<file path="config.mk">
export PLATFORM = sky130hd
export DESIGN_NAME = out_port_bank_8x8
export DESIGN_NICKNAME = d
export VERILOG_FILES = /design/src/rtl/out_port_bank_8x8.sv
export SDC_FILE = /design/constraint.sdc
export NUM_CORES = 1
export LEC_CHECK = 0
export CAP_MARGIN = 10
export CORE_MARGIN = 1.5
export CORE_UTILIZATION = 47
export CTS_BUF_LIST = sky130_fd_sc_hd__clkbuf_2
export CTS_CLUSTER_DIAMETER = 50
export DETAILED_ROUTE_END_ITERATION = 16
export PLACE_DENSITY = 0.87
export REMOVE_ABC_BUFFERS = 1
export SLEW_MARGIN = 20
export SYNTH_ARGS = -nofsm -noshare
export SYNTH_HDL_FRONTEND = slang
export SYNTH_SLANG_ARGS = --single-unit
</file>
<file path="constraint.sdc">
create_clock -name clk -period 2.5 [get_ports clk]
set_input_delay 0.25 -clock clk [delete_from_list [all_inputs] [get_ports clk]]
set_output_delay 0.25 -clock clk [all_outputs]
set_load 0.005 [all_outputs]
</file>
<file path="src/rtl/out_port_bank_8x8.sv">
// Output-port register bank: captures the selected demux output into one of
// eight port registers and scans the registers onto a one-hot display bus.
module out_port_bank_8x8 #(
    parameter int unsigned SCAN_DIV = 4
) (
    input  logic       clk,
    input  logic       rst,
    input  logic       load,
    input  logic [2:0] sel,
    input  logic [7:0] in0,
    input  logic [7:0] in1,
    input  logic [7:0] in2,
    input  logic [7:0] in3,
    input  logic [7:0] in4,
    input  logic [7:0] in5,
    input  logic [7:0] in6,
    input  logic [7:0] in7,
    output logic [7:0] port0,
    output logic [7:0] port1,
    output logic [7:0] port2,
    output logic [7:0] port3,
    output logic [7:0] port4,
    output logic [7:0] port5,
    output logic [7:0] port6,
    output logic [7:0] port7,
    output logic [2:0] scan_idx,
    output logic [7:0] scan_en,
    output logic [7:0] scan_data,
    output logic [7:0] upd
);

    localparam int unsigned N_PORTS = 8;
    localparam int unsigned DATA_W  = 8;
    localparam int unsigned IDX_W   = 3;
    localparam int unsigned CNT_W   = (SCAN_DIV > 1) ? $clog2(SCAN_DIV) : 1;

    logic [CNT_W-1:0]  r_cnt;
    logic [IDX_W-1:0]  r_scan_idx;
    logic [N_PORTS-1:0] r_scan_en;
    logic [DATA_W-1:0] r_scan_data;
    logic [N_PORTS-1:0] r_upd;
    logic [DATA_W-1:0] r_port [N_PORTS];

    logic [DATA_W-1:0] w_in_sel;
    logic              w_adv;
    logic [IDX_W-1:0]  w_idx_nxt;
    logic [N_PORTS-1:0] w_upd_nxt;
    logic [DATA_W-1:0] w_port_nxt [N_PORTS];

    // Pick only the selected demux line so X on the others never reaches state
    always_comb begin
        w_in_sel = '0;
        case (sel)
            3'd0: w_in_sel = in0;
            3'd1: w_in_sel = in1;
            3'd2: w_in_sel = in2;
            3'd3: w_in_sel = in3;
            3'd4: w_in_sel = in4;
            3'd5: w_in_sel = in5;
            3'd6: w_in_sel = in6;
            3'd7: w_in_sel = in7;
            default: w_in_sel = '0;
        endcase
    end

    // Next-state for ports, scan position and updated flags
    always_comb begin
        w_adv     = (r_cnt == CNT_W'(SCAN_DIV - 1));
        w_idx_nxt = w_adv ? r_scan_idx + IDX_W'(1) : r_scan_idx;
        for (int k = 0; k < N_PORTS; k++) begin
            w_port_nxt[k] = r_port[k];
        end
        w_upd_nxt = r_upd;
        if (w_adv) begin
            w_upd_nxt[r_scan_idx] = 1'b0;
        end
        // A load after the clear so that set wins on a shared edge
        if (load) begin
            w_port_nxt[sel] = w_in_sel;
            w_upd_nxt[sel]  = 1'b1;
        end
    end

    // State registers; scan_data follows the next port/index so it tracks both in the same cycle
    always_ff @(posedge clk) begin
        if (rst) begin
            r_cnt       <= '0;
            r_scan_idx  <= '0;
            r_scan_en   <= N_PORTS'(1);
            r_scan_data <= '0;
            r_upd       <= '0;
            for (int k = 0; k < N_PORTS; k++) begin
                r_port[k] <= '0;
            end
        end else begin
            r_cnt       <= w_adv ? '0 : r_cnt + CNT_W'(1);
            r_scan_idx  <= w_idx_nxt;
            r_scan_en   <= N_PORTS'(1) << w_idx_nxt;
            r_scan_data <= w_port_nxt[w_idx_nxt];
            r_upd       <= w_upd_nxt;
            for (int k = 0; k < N_PORTS; k++) begin
                r_port[k] <= w_port_nxt[k];
            end
        end
    end

    assign port0     = r_port[0];
    assign port1     = r_port[1];
    assign port2     = r_port[2];
    assign port3     = r_port[3];
    assign port4     = r_port[4];
    assign port5     = r_port[5];
    assign port6     = r_port[6];
    assign port7     = r_port[7];
    assign scan_idx  = r_scan_idx;
    assign scan_en   = r_scan_en;
    assign scan_data = r_scan_data;
    assign upd       = r_upd;

endmodule

</file>
==> results of run 1 <==
-- area by class of cell --
cell class	count	area (um^2)	area share, %
clock inverters	5	100	1.49
multi-input cells	365	2600	38.6
inverters	12	45.0	0.669
clock buffers	10	50.0	0.743
flip-flops and latches	93	1860	27.6
repair buffers	198	1910	28.4
well taps	133	166	2.47
-- synth_stat cells, types with 9 or more instances --
library cell,n,share of area [%]
mux2i_1,44,9.2
dfxtp_1,93,39
a211o_1,10,1.8
nand2_1,37,2.9
buf_2,9,0.94
a21oi_1,25,2.6
nor2_1,68,5.3
o21ai_0,12,1.3
clkbuf_1,12,0.94
nor3_1,14,1.5
inv_1,11,0.86
o22ai_1,11,1.4
mux2_2,11,2.6
buf_4,10,1.6
-- critical path, stage by stage, from the launching register on --
cell and delay (ps):
dfxtp_1 400, ha_1 400, nor3b_1 120, nor2_1 370, buf_4 280, o21ai_0 160
a221oi_1 320, o211ai_1 160
-- metrics by stage --
| stage | setup WS (ps) | cells | area, um^2 | util, % | total power [W] |
|---|---|---|---|---|---|
| 3_5_place_dp | 65.8 | 801 | 6590 | 67.1 | 0.00220 |
| 6_report | 172 | 816 | 6740 | 68.6 | 0.00311 |
| 5_1_grt | 15.9 | 816 | 6740 | 68.6 | 0.00318 |
| 2_1_floorplan | -180 | 470 | 4500 | - | 0.00182 |
| 3_3_place_gp | 126 | 801 | 6590 | 67.1 | 0.00218 |
| 4_1_cts | 211 | 816 | 6740 | 68.6 | 0.00309 |
-- worst max path at each step --
stage / startpoint / endpoint / slack (ps) / cells after the start
finish: r_cnt[0] / scan_data[0] / 170 / 7
global route: r_cnt[0] / scan_data[0] / 20 / 7
CTS: r_cnt[0] / scan_data[0] / 210 / 7
detailed placement: sel[1] / scan_data[2] / 70 / 8
global placement: sel[1] / scan_data[0] / 130 / 7
floorplan: sel[1] / scan_data[2] / -180 / 5
-- kinds of logic after synthesis --
family	after synthesis	share of synthesized area, %
multiplexers	60	13.5
buffers and inverters	52	6.95
adder cells (fa/ha/maj)	2	0.523
AND/OR/NAND/NOR	178	19.7
flip-flops	93	38.9
AO/OA/AOI/OAI	125	20.4
-- power by group through the flow --
stage | sequential [W] | combinational, W | clock [W]
5_1_grt | 0.00156 | 0.000661 | 0.000964
2_1_floorplan | 0.00158 | 0.000234 | 0
4_1_cts | 0.00155 | 0.000618 | 0.000920
3_5_place_dp | 0.00158 | 0.000614 | 0
3_3_place_gp | 0.00158 | 0.000602 | 0
6_report | 0.00155 | 0.000625 | 0.000927
-- registers in the layout, summed over array words and instances (netlist names) --
register / count
r_cnt: 2
scan_en: 8
upd: 8
scan_idx: 3
scan_data: 8
r_port: 64
-- per-layer routing --
metal	vias up	wire length, um	global-route usage, %
met4	0	498	12.5
li1	2204	-	-
met1	2317	6870	39.3
met2	319	8150	53.6
met3	46	1660	6.45
met5	-	0	0
==> impl_metrics.tcl, run 1 <==
set metrics [dict create \
    ff2ff_setup_slack_ps 170 \
    clk-insertion-delay-late_ps 570 \
    dr.pass1.iters 6 \
    clockBufferDepth 2 \
    final_common_cell "clkdlybuf4s50_1" \
    fillCellCount 836 \
    die_area_mm2 0.0108 \
    maxCapViolCount 0 \
    clkTransAtPathRegs_ps 230 \
    vias_per_cell 5.99 \
    p_int_w 0.00227 \
    crit_arrival_ps 2760 \
    synth.avg_cell_area_um2 9.39 \
    fp-row-count 36 \
    clock_sinks 93 \
    skew_ps 32.4 \
    post-route-period-util_pct 93.1 \
    cts_resized 0 \
    antenna_cells 0 \
    clockRootBuffer "clkbuf_2" \
    fin_tns_setup_ps 0 \
    cts_setup_buffers 0 \
    synthCells 510 \
    sw_frac_of_total_pct 26.8 \
    grt_use_total_pct 31.6 \
    cellPowerDensity_mw_per_mm2 461 \
    dieHeight_um 104 \
    initial_core_util_pct 48.8 \
    switchingPower_w 0.000833 \
    drive_gt1_share_pct 14.3 \
    die_x_um 104 \
    combPwrFrac_pct 20.1 \
    p_seq_share_pct 50.0 \
    cts_tree "built" \
    status "finished, final reports clean" \
    irDropWorstVdd_mv 0.303 \
    worst-slew-pin-transition_ps 473 \
    yosys.cell_types.count 66 \
    ys_seq_area_share_pct 38.9 \
    drv_slew 0 \
    synth_edf_count 0 \
    clkPwrFrac_pct 29.8 \
    leakage_nw 2.60 \
    drtIter0Drc 320 \
    synth_seq_cells 93 \
    via_count 4886 \
    gp_congestion 0.922 \
    synth-main-ff-cell "dfxtp_1" \
    drtAntennaViolNets 0 \
    grt_max_degree 38 \
    grt_pass1_vias 4876 \
    final.min_clock_period_ps 2330 \
    rr_startpoint "r_cnt[0]" \
    synth_warnings 0 \
    finalHoldViolations 0 \
    setup-violations-final 0 \
    numCtsBuffers 9 \
    whs_path_depth 2 \
    antenna_found_initial 0 \
    grt_pass1_wl_um 26800 \
    wirelength_um 17200 \
    cts_hold_buf 0 \
    rsz0062_at_grt "no" \
    wl_per_cell_um 21.0 \
    fin_nets 751 \
    synthArstFlopShare_pct 0 \
    worstPathRequired_ps 2930 \
    core_area_mm2 0.00982 \
    r2r_end "scan_data[0]" \
    hold_ws_ps 74.8 \
    rr_worst_depth 7 \
    area_growth_pct 40.7 \
    io_buffers 160 \
    critPathMaxFanout 12 \
    critPathKind "reg2reg" \
    synth_area_mm2 0.00479 \
    max_freq_mhz 430 \
    worstHoldPathType "in2reg" \
    final_cell_mix "clkdlybuf4s50_1, dfxtp_1, nor2_1" \
    worstHoldEndpoint "r_port[0][1]" \
    dp_hpwl_um 13000 \
    cp-start-kind "register" \
    endpoint_kind "register" \
    cts_max_level 3 \
    min_from "rst" \
    globalRoute.totalOverflow 0 \
    drc 0 \
    max_slew_margin_pct 68.3 \
    ios 161 \
]
(Power assumes the default switching activity.)
==> inputs of run 2 (changes only) <==
--- a/config.mk
+++ b/config.mk
@@ -9,7 +9,6 @@
 export CORE_MARGIN = 1.5
 export CORE_UTILIZATION = 47
 export CTS_BUF_LIST = sky130_fd_sc_hd__clkbuf_2
-export CTS_CLUSTER_DIAMETER = 50
 export DETAILED_ROUTE_END_ITERATION = 16
 export PLACE_DENSITY = 0.87
 export REMOVE_ABC_BUFFERS = 1
==> results of run 2 <==
Final layout, timing and power as in run 1 (identical DEF).
==> inputs of run 3 (changes only) <==
--- a/config.mk
+++ b/config.mk
@@ -5,13 +5,15 @@
 export SDC_FILE = /design/constraint.sdc
 export NUM_CORES = 1
 export LEC_CHECK = 0
+export ABC_AREA = 1
 export CAP_MARGIN = 10
 export CORE_MARGIN = 1.5
-export CORE_UTILIZATION = 47
+export CORE_UTILIZATION = 48
 export CTS_BUF_LIST = sky130_fd_sc_hd__clkbuf_2
 export DETAILED_ROUTE_END_ITERATION = 16
-export PLACE_DENSITY = 0.87
+export PLACE_DENSITY = 0.88
 export REMOVE_ABC_BUFFERS = 1
+export SKIP_CTS_REPAIR_TIMING = 1
 export SLEW_MARGIN = 20
 export SYNTH_ARGS = -nofsm -noshare
 export SYNTH_HDL_FRONTEND = slang
==> impl_metrics.tcl, run 3 <==
set metrics [dict create \
    irDropWorstVdd_mv 0.341 \
    synth.avg_cell_area_um2 6.25 \
    initial_core_util_pct 50.1 \
    synth_edf_count 0 \
    path_common_cell "nand2_1" \
    path_cells "ha_1, nand2_1, o21ai_4, inv_2, nor2_4, a21oi_1, nand2_1, nand2_1, nand2_1" \
    crit_start "r_cnt[0]" \
    rr_worst_depth 9 \
    status "finished, final reports clean" \
    fin_tns_setup_ps 0 \
    yosys.cell_types.count 26 \
    synth_xor_xnor_area_share_pct 0 \
    drive_gt1_share_pct 6.04 \
    cp-start-kind "register" \
    synth_top_area_share_pct 37.5 \
    r2r_end "scan_data[0]" \
    synth_warnings 0 \
    fin_nets 1011 \
    cts_tree "built" \
    synth_area_mm2 0.00497 \
    largest_reg_flops 64 \
    grt_pass1_wl_um 26400 \
    clockBufferDepth 2 \
    via_count 5701 \
    fillCellCount 885 \
    globalRoute.totalOverflow 0 \
    final.min_clock_period_ps 2210 \
    skew_ps 33.6 \
    antenna_cells 0 \
    vias_per_cell 5.30 \
    worstHoldPathType "in2reg" \
    synth_top_area_cell "dfxtp_1" \
    dp_hpwl_um 11700 \
    synthArstFlopShare_pct 0 \
    ios 161 \
    grt_pass1_vias 5375 \
    antenna_found_initial 0 \
    wl_per_cell_um 15.0 \
    finalHoldViolations 0 \
    synth-main-ff-cell "dfxtp_1" \
    rr_startpoint "r_cnt[0]" \
    grt_max_degree 57 \
    drv_slew 0 \
    rsz0062_at_grt "no" \
    critPathBufInv 1 \
    synth_simple_gate_area_share_pct 44.7 \
    cts_max_level 3 \
    dieHeight_um 105 \
    leakage_nw 3.24 \
    clockRootBuffer "clkbuf_2" \
    synth_compound_gate_area_share_pct 9.19 \
    clk-insertion-delay-late_ps 560 \
    core_area_mm2 0.00991 \
    synthCells 795 \
    setup-violations-final 0 \
    synth_seq_cells 93 \
    yosysMostFrequentCell "nand2_1" \
    yosys-top-cells-count "nand2_1, dfxtp_1, a21oi_1" \
    grt_use_total_pct 29.9 \
    die_x_um 105 \
    min_from "load" \
    post-route-period-util_pct 88.4 \
    top_register "r_port" \
    fp-row-count 36 \
    endpoint_kind "register" \
    synth_top_family_by_area "simple AND/OR/NAND/NOR gates" \
    crit_arrival_ps 2700 \
    ys_seq_area_share_pct 37.5 \
    drtIter0Drc 399 \
    io_buffers 160 \
    clkTransAtPathRegs_ps 240 \
    critPathKind "reg2reg" \
    drc 0 \
    ff2ff_setup_slack_ps 290 \
    ys_top_cells_by_area "dfxtp_1, nand2_1, a21oi_1" \
    crit_slowest_cell "ha_1" \
    die_area_mm2 0.0110 \
    fin_util_pct 68.8 \
    worstHoldEndpoint "r_port[0][15]" \
    max_slew_margin_pct 63.8 \
    max_freq_mhz 453 \
    maxCapViolCount 0 \
    whs_path_depth 3 \
    gp_congestion 0.933 \
    critPathTopFamily "simple AND/OR/NAND/NOR gates" \
    dr.pass1.iters 5 \
    clock_sinks 93 \
    cellPowerDensity_mw_per_mm2 450 \
    worstPathRequired_ps 2990 \
    final_common_cell "nand2_1" \
    area_growth_pct 37.2 \
    wirelength_um 16100 \
    muxShareOfSynthArea_pct 0 \
    drtAntennaViolNets 0 \
    numCtsBuffers 9 \
    worst-slew-pin-transition_ps 544 \
    critPathMaxFanout 17 \
    cpPeakStageDelay_ps 460 \
    synthAdderAreaFrac_pct 0.504 \
    hold_ws_ps 102 \
    final_cell_mix "nand2_1, clkdlybuf4s50_1, dfxtp_1" \
]
-- run 3: changes by cell type in the layout (fill, tap and decap cells not counted), moves of 16 or more --
cell | previous run | this run
nand4_1 | 4 | 53
nand3_1 | 6 | 22
nor2_1 | 68 | 29
mux2i_1 | 44 | 0
a21oi_1 | 25 | 72
nand2_1 | 37 | 403
inv_1 | 11 | 28
-- run 3: kinds of logic (layout without fill, tap and decap cells) --
family,count (synthesis),count (layout)
flip-flops,93,93
buffers and inverters,90,238
AO/OA/AOI/OAI,89,89
adder cells (fa/ha/maj),2,2
AND/OR/NAND/NOR,521,521
-- run 3: worst min-delay path: cells and delay by family --
family	cells	cell delay, ps
AOI/OAI and AO/OA	1	60
buffers and inverters	1	200
and+or+nand+nor	1	130
-- run 3: worst max-delay path by stage --
stage                               to  cells after the start
after floorplan           scan_data[0]                     11
after global placement    scan_data[0]                     11
after detailed placement  scan_data[0]                     11
after CTS                 scan_data[0]                      9
after global routing      scan_data[0]                      9
final                     scan_data[0]                      9
-- run 3: routing by layer --
| metal | wire length (um) | track usage, % | vias up | part of all wire (%) |
|---|---|---|---|---|
| met5 | 0 | 0 | - | 0 |
| met4 | 338 | 8.32 | 0 | 2.1 |
| met3 | 1400 | 5.86 | 27 | 8.7 |
| met2 | 7460 | 48.5 | 288 | 46 |
| met1 | 6900 | 40.5 | 2544 | 43 |
| li1 | - | - | 2842 | - |
-- run 3: cell type report --
type / instances / area (um^2) / area share [%]
clock inverter: 4 / 97.6 / 1.43
multi-input combinational: 612 / 2700 / 39.6
inverter: 41 / 156 / 2.29
clock buffer: 11 / 55.1 / 0.808
tap: 133 / 166 / 2.44
sequential: 93 / 1860 / 27.3
timing repair buffer: 182 / 1780 / 26.1
-- run 3: power by group --
part / switching [W] / total, W / internal [W]
clock network: 0.000500 / 0.000933 / 0.000433
logic: 0.000312 / 0.000571 / 0.000259
registers: 0.0000324 / 0.00156 / 0.00153
-- run 3: through the flow --
step                      total power [W]  setup slack [ps]  std cells  cell area, um^2
after global placement            0.00215               279       1061             6660
final                             0.00307               291       1076             6820
after CTS                         0.00306               345       1076             6820
after detailed placement          0.00215               224       1061             6660
after floorplan                   0.00179               832        746             4720
after global routing              0.00318               128       1076             6820
==> edit 1: new RTL, flow settings as in run 3 <==
Add an input register stage for `in3`, cleared by the reset; this delays it by one clock. The other inputs are not delayed to match.
--- a/src/rtl/out_port_bank_8x8.sv
+++ b/src/rtl/out_port_bank_8x8.sv
@@ -35,4 +35,14 @@
     localparam int unsigned CNT_W   = (SCAN_DIV > 1) ? $clog2(SCAN_DIV) : 1;
 
+    logic [7:0] in3_q;
+
+    always_ff @(posedge clk) begin
+        if (rst) begin
+            in3_q <= '0;
+        end else begin
+            in3_q <= in3;
+        end
+    end
+
     logic [CNT_W-1:0]  r_cnt;
     logic [IDX_W-1:0]  r_scan_idx;
@@ -55,5 +65,5 @@
             3'd1: w_in_sel = in1;
             3'd2: w_in_sel = in2;
-            3'd3: w_in_sel = in3;
+            3'd3: w_in_sel = in3_q;
             3'd4: w_in_sel = in4;
             3'd5: w_in_sel = in5;
Formal check against the unedited RTL: not equivalent (Yosys sat finds a counterexample within 4 cycles, from zero or initial values and one cycle with rst high).
==> edit 1 against run 3 <==
Sequential cell count grew 8; core utilization shrank 2.4 points; synthesized area grew 5.2%; clock skew grew 0.0077 ns; die area grew 5.1%; largest cell class unchanged; setup slack gained 0.11 ns; critical endpoint unchanged; final area grew 1.9%; wire length shrank 2.2%; maximum frequency grew 5.3%; power grew 2.0%; via count grew 1.5%.
==> edit 1: results (changes against run 3) <==
* HPWL after detailed placement: 11,370 µm (-3.0%)
- Number of cell instances on the worst register-to-register path: 10 (+1)
* Reg clk slew, reported paths: 0.28 ns (+0.04 ns)
* Kind of cell adding the most delay to the critical path: simple AND/OR/NAND/NOR gates
- Crit path max fanout: 10 (-7)
- The path with the worst hold slack has its endpoint at r_port[1][1].
* Per-cell routed wire length: 14.43 µm (-3.5%)
* Router iterations before antenna repair: 5 (unchanged)
* Fraction of final layout cells sized beyond drive strength 1: 0.05236 (-0.008089)
* Post-detailed-placement cell area: 0.006804 mm² (+2.1%)
* Leading post-synthesis cells by cell area: dfxtp_1 39%, nand2_1 29%, a21oi_1 6.9%
- The global-route usage over all layers came to 0.2674 (-0.03201).
- Sequential element share of the synthesized area: 0.3868 (+0.01207)
* Number of DRC markers after the initial detailed-route iteration: 439 (+10%)
- The switching portion of total power is 0.2852 (+0.009898).
- The delay of the slowest cell on the worst path was 0.42 ns (-0.04 ns).
- Via count of the first global-routing pass: 5,077 (-5.5%)
- Most frequent cells after synthesis: 402 x nand2_1, 101 x dfxtp_1, 72 x a21oi_1
* Combinational Power Share: 0.177 (-0.009)
- The instance count along the most critical hold path was 3 (unchanged).
* Worst setup skew after layout: 0.04131 ns (+0.007743 ns)
- FILL cells: 953 (+7.7%)
- Biggest register: r_port
- The register share of total power is 0.543 (+0.033).
- Number of diodes: 0 (unchanged)
* Skew-Pair Late Insertion Delay: 0.55 ns
- Distinct cell type count of the synthesized netlist: 29 (+12%)
- The final estimated routing congestion in global placement came to 0.8507 (-8.9%).
- The worst voltage drop across the vdd grid was 0.2595 mV (-24%).
- Run status: finished clean
- The critical path data arrival time was 2.56 ns (-0.14 ns).
- Max_slew headroom: 0.5880 (-0.04960)
* Global-route wire length before repair: 24,700 µm (-6.6%)
- The static leakage came to 0.003319 µW (+2.5%).
- The via count of the routed design came to 5,785 (+1.5%).
- The slack of the worst reg-to-reg path was 0.40 ns (+0.11 ns).
* Power dissipated in combinational cells: 554 µW (-3%)
* NumNets Final: 1,023 (+1.2%)
edit 1: layout make-up:
class / count / area share
clock inverters: 6 / 0.01279
inverters: 49 / 0.02755
repair buffers: 173 / 0.2413
clock buffers: 9 / 0.006483
well taps: 136 / 0.02449
flip-flops and latches: 101 / 0.2910
multi-input cells: 617 / 0.3964
edit 1: logic make-up (layout without fill, tap and decap cells):
kind of cell,after synthesis,in the layout,share of synthesized area
DFF,101,101,0.3868
AOI/OAI and AO/OA,90,90,0.08832
buffers and inverters,98,237,0.08640
and+or+nand+nor,524,524,0.4320
adders and majority gates,2,2,0.004786
xor gates and xnor gates,1,1,0.001676
edit 1: metal layers:
metal / GRT usage / vias up / wire [µm]
li1: - / 2875 / -
met1: 0.3576 / 2583 / 6606
met4: 0.07895 / 0 / 346
met3: 0.02845 / 30 / 1129
met5: 0 / - / 0
met2: 0.4545 / 297 / 7662
edit 1: tightest hold or removal path, cell delays in order:
cell,delay (ns)
buf_2,0.18
nand2_1,0.11
a21oi_1,0.06
edit 1: how the worst max path moves through the flow:
stage,start,end
final,r_cnt[0],scan_data[0]
after global routing,r_cnt[0],scan_data[0]
after CTS,r_cnt[0],scan_data[7]
after detailed placement,r_cnt[0],scan_data[7]
after global placement,r_cnt[0],scan_data[7]
after floorplan,r_cnt[0],scan_data[0]
edit 1: stage by stage:
step / util / hold slack [ns] / std cells / setup slack (ns)
after floorplan: - / 0.3191 / 767 / 0.8722
after global placement: 0.6503 / 0.4199 / 1075 / 0.4520
after detailed placement: 0.6503 / 0.4223 / 1075 / 0.4382
after CTS: 0.6631 / -0.02304 / 1090 / 0.4286
after global routing: 0.6641 / 0.04824 / 1091 / 0.2779
final: 0.6641 / 0.06403 / 1091 / 0.4016
==> edit 2: new RTL, config.mk and constraints of run 3 <==
Without the edit above. `SCAN_DIV`: 4 -> 2.
--- a/src/rtl/out_port_bank_8x8.sv
+++ b/src/rtl/out_port_bank_8x8.sv
@@ -2,5 +2,5 @@
 // eight port registers and scans the registers onto a one-hot display bus.
 module out_port_bank_8x8 #(
-    parameter int unsigned SCAN_DIV = 4
+    parameter int unsigned SCAN_DIV = 2
 ) (
     input  logic       clk,
Function: changed (a bounded check fails within 4 cycles, from zero or initial values and one cycle with rst high).
==> edit 2 against run 3 <==
Count of clock-buffer cells in the layout decreased by 2; core utilization shrank 0.75 points; sequential cell count decreased by 1; power shrank 4.1%; wire length down 4.6%; synthesized area fell by 0.91%; setup slack better by 0.20 ns; sequential share of layout area up 0.13 points; non-clock buffer count shrank 3; critical path type unchanged; highest routed layer unchanged; die area decreased by 0.88%; synthesized cell count down 0.38%; final area fell by 1.5%.
==> edit 2: results (changes against run 3) <==
- Fraction of final layout cells sized beyond drive strength 1: 0.06183 (+0.001388)
- The number of flip-flops in the largest register came to 64 (unchanged).
* GRT Util Overall: 0.2836 (-0.01581)
* Worst setup skew after layout: 0.03390 ns (+0.0003319 ns)
* Kind of cell adding the most delay to the critical path: simple AND/OR/NAND/NOR gates
- The path with the worst hold slack has its endpoint at r_port[0][35].
- Crit-path max cell delay: 0.46 ns (about the same)
* HPWL after detailed placement: 11,210 µm (-4.3%)
- The total number of nets in the final design was 1,004 (-0.69%).
- The via count of the first global-routing pass came to 5,266 (-2.0%).
- Sequential element share of the synthesized area: 0.3741 (-0.0006379)
- The count of port buffers added during placement came to 160 (unchanged).
* Pleak: 0.003169 µW (-2.2%)
- RePlAce Congestion: 0.8606 (-7.8%)
* Maximum VDD drop: 0.2418 mV (-29%)
- Arrival time of the worst setup path: 2.52 ns (-0.18 ns)
* Max_slew headroom: 0.4781 (-0.1595)
* Leading post-synthesis cells by cell area: dfxtp_1 37%, nand2_1 31%, a21oi_1 7.3%
- The fill cell instance count of the final layout was 872 (-1.5%).
- The maximum clock insertion buffer count is 2 (unchanged).
- The global-route wire length before repair came to 25,270 µm (-4.4%).
* Number of DRC markers after the initial detailed-route iteration: 365 (-8.5%)
* Number of diodes: 0 (unchanged)
* Router iterations before antenna repair: 6 (+1)
- The placed standard-cell area came to 0.006589 mm² (-1.1%).
- The worst hold margin came to 0.1026 ns (+0.0005890 ns).
- The run finished with clean final reports.
- In this run the critical register-to-register path is launched from scan_idx[0].
* Most frequent cells after synthesis: 403 x nand2_1, 92 x dfxtp_1, 72 x a21oi_1
* Via-per-instance ratio: 5.252 (-0.87%)
- Reg-to-reg setup timing slack: 0.49 ns (+0.20 ns)
- Distinct cell type count of the synthesized netlist: 24 (-7.7%)
* Reg clk slew, reported paths: 0.29 ns (+0.05 ns)
* Reg2reg end: scan_data[6]
- Wire length reported by the detailed router: 15,360 µm (-4.6%)
- Critical-path top delay cell: dfxtp_1
* Pin count of the biggest net entering global routing: 42 (-26%)
[edit 2: kinds of logic (layout without fill, tap and decap cells)]
logic type | Yosys count | in the layout | synth area share
buffers and inverters | 90 | 236 | 0.08361
AOI/OAI and AO/OA | 89 | 89 | 0.09276
DFF | 92 | 92 | 0.3741
and+or+nand+nor | 520 | 520 | 0.4470
adders and majority gates | 1 | 1 | 0.002541
[edit 2: layout make-up]
type                            count  area share
Sequential cell                    92      0.2745
Clock inverter                      7     0.01137
Clock buffer                        9    0.006713
Timing Repair Buffer              179      0.2614
Tap cell                          133     0.02480
Multi-Input combinational cell    610      0.3979
Inverter                           41     0.02331
[edit 2: worst max-delay path by stage]
stage | startpoint | end | slack [ns] | cells past startpoint
2_1_floorplan | load | scan_data[0] | 0.88 | 9
3_3_place_gp | sel[2] | scan_data[0] | 0.27 | 12
3_5_place_dp | sel[2] | scan_data[2] | 0.26 | 12
4_1_cts | scan_idx[0] | scan_data[6] | 0.51 | 9
5_1_grt | scan_idx[0] | scan_data[5] | 0.30 | 9
6_report | scan_idx[0] | scan_data[6] | 0.49 | 9
[edit 2: through the flow]
stage / setup WS (ns) / utilization / instances / total power [µW]
after global routing: 0.3017 / 0.6802 / 1071 / 3059
after CTS: 0.5094 / 0.6802 / 1071 / 2927
after floorplan: 0.8771 / - / 743 / 1800
after detailed placement: 0.2560 / 0.6679 / 1055 / 2163
after global placement: 0.2675 / 0.6679 / 1055 / 2157
final: 0.4926 / 0.6802 / 1071 / 2941
[edit 2: worst register-to-register path, stage by stage, from the launching register on]
cell and delay, ns:
dfxtp_1 0.46, ha_1 0.31, nand2_1 0.08, o21ai_4 0.14, inv_2 0.13, nor2_4 0.40
a21oi_1 0.20, nand2_1 0.12, nand2_1 0.07, nand2_1 0.06
[edit 2: power by group]
group	internal, µW	switching (µW)
sequential	1520	34.6
clock	236	559
combinational	265	329
[edit 2: layer usage]
| metal | wire (µm) | track usage | share of wire |
|---|---|---|---|
| met5 | 0 | 0 | 0 |
| met4 | 266 | 0.09226 | 0.017 |
| met3 | 1310 | 0.05013 | 0.085 |
| met2 | 6987 | 0.4502 | 0.45 |
| met1 | 6795 | 0.3885 | 0.44 |
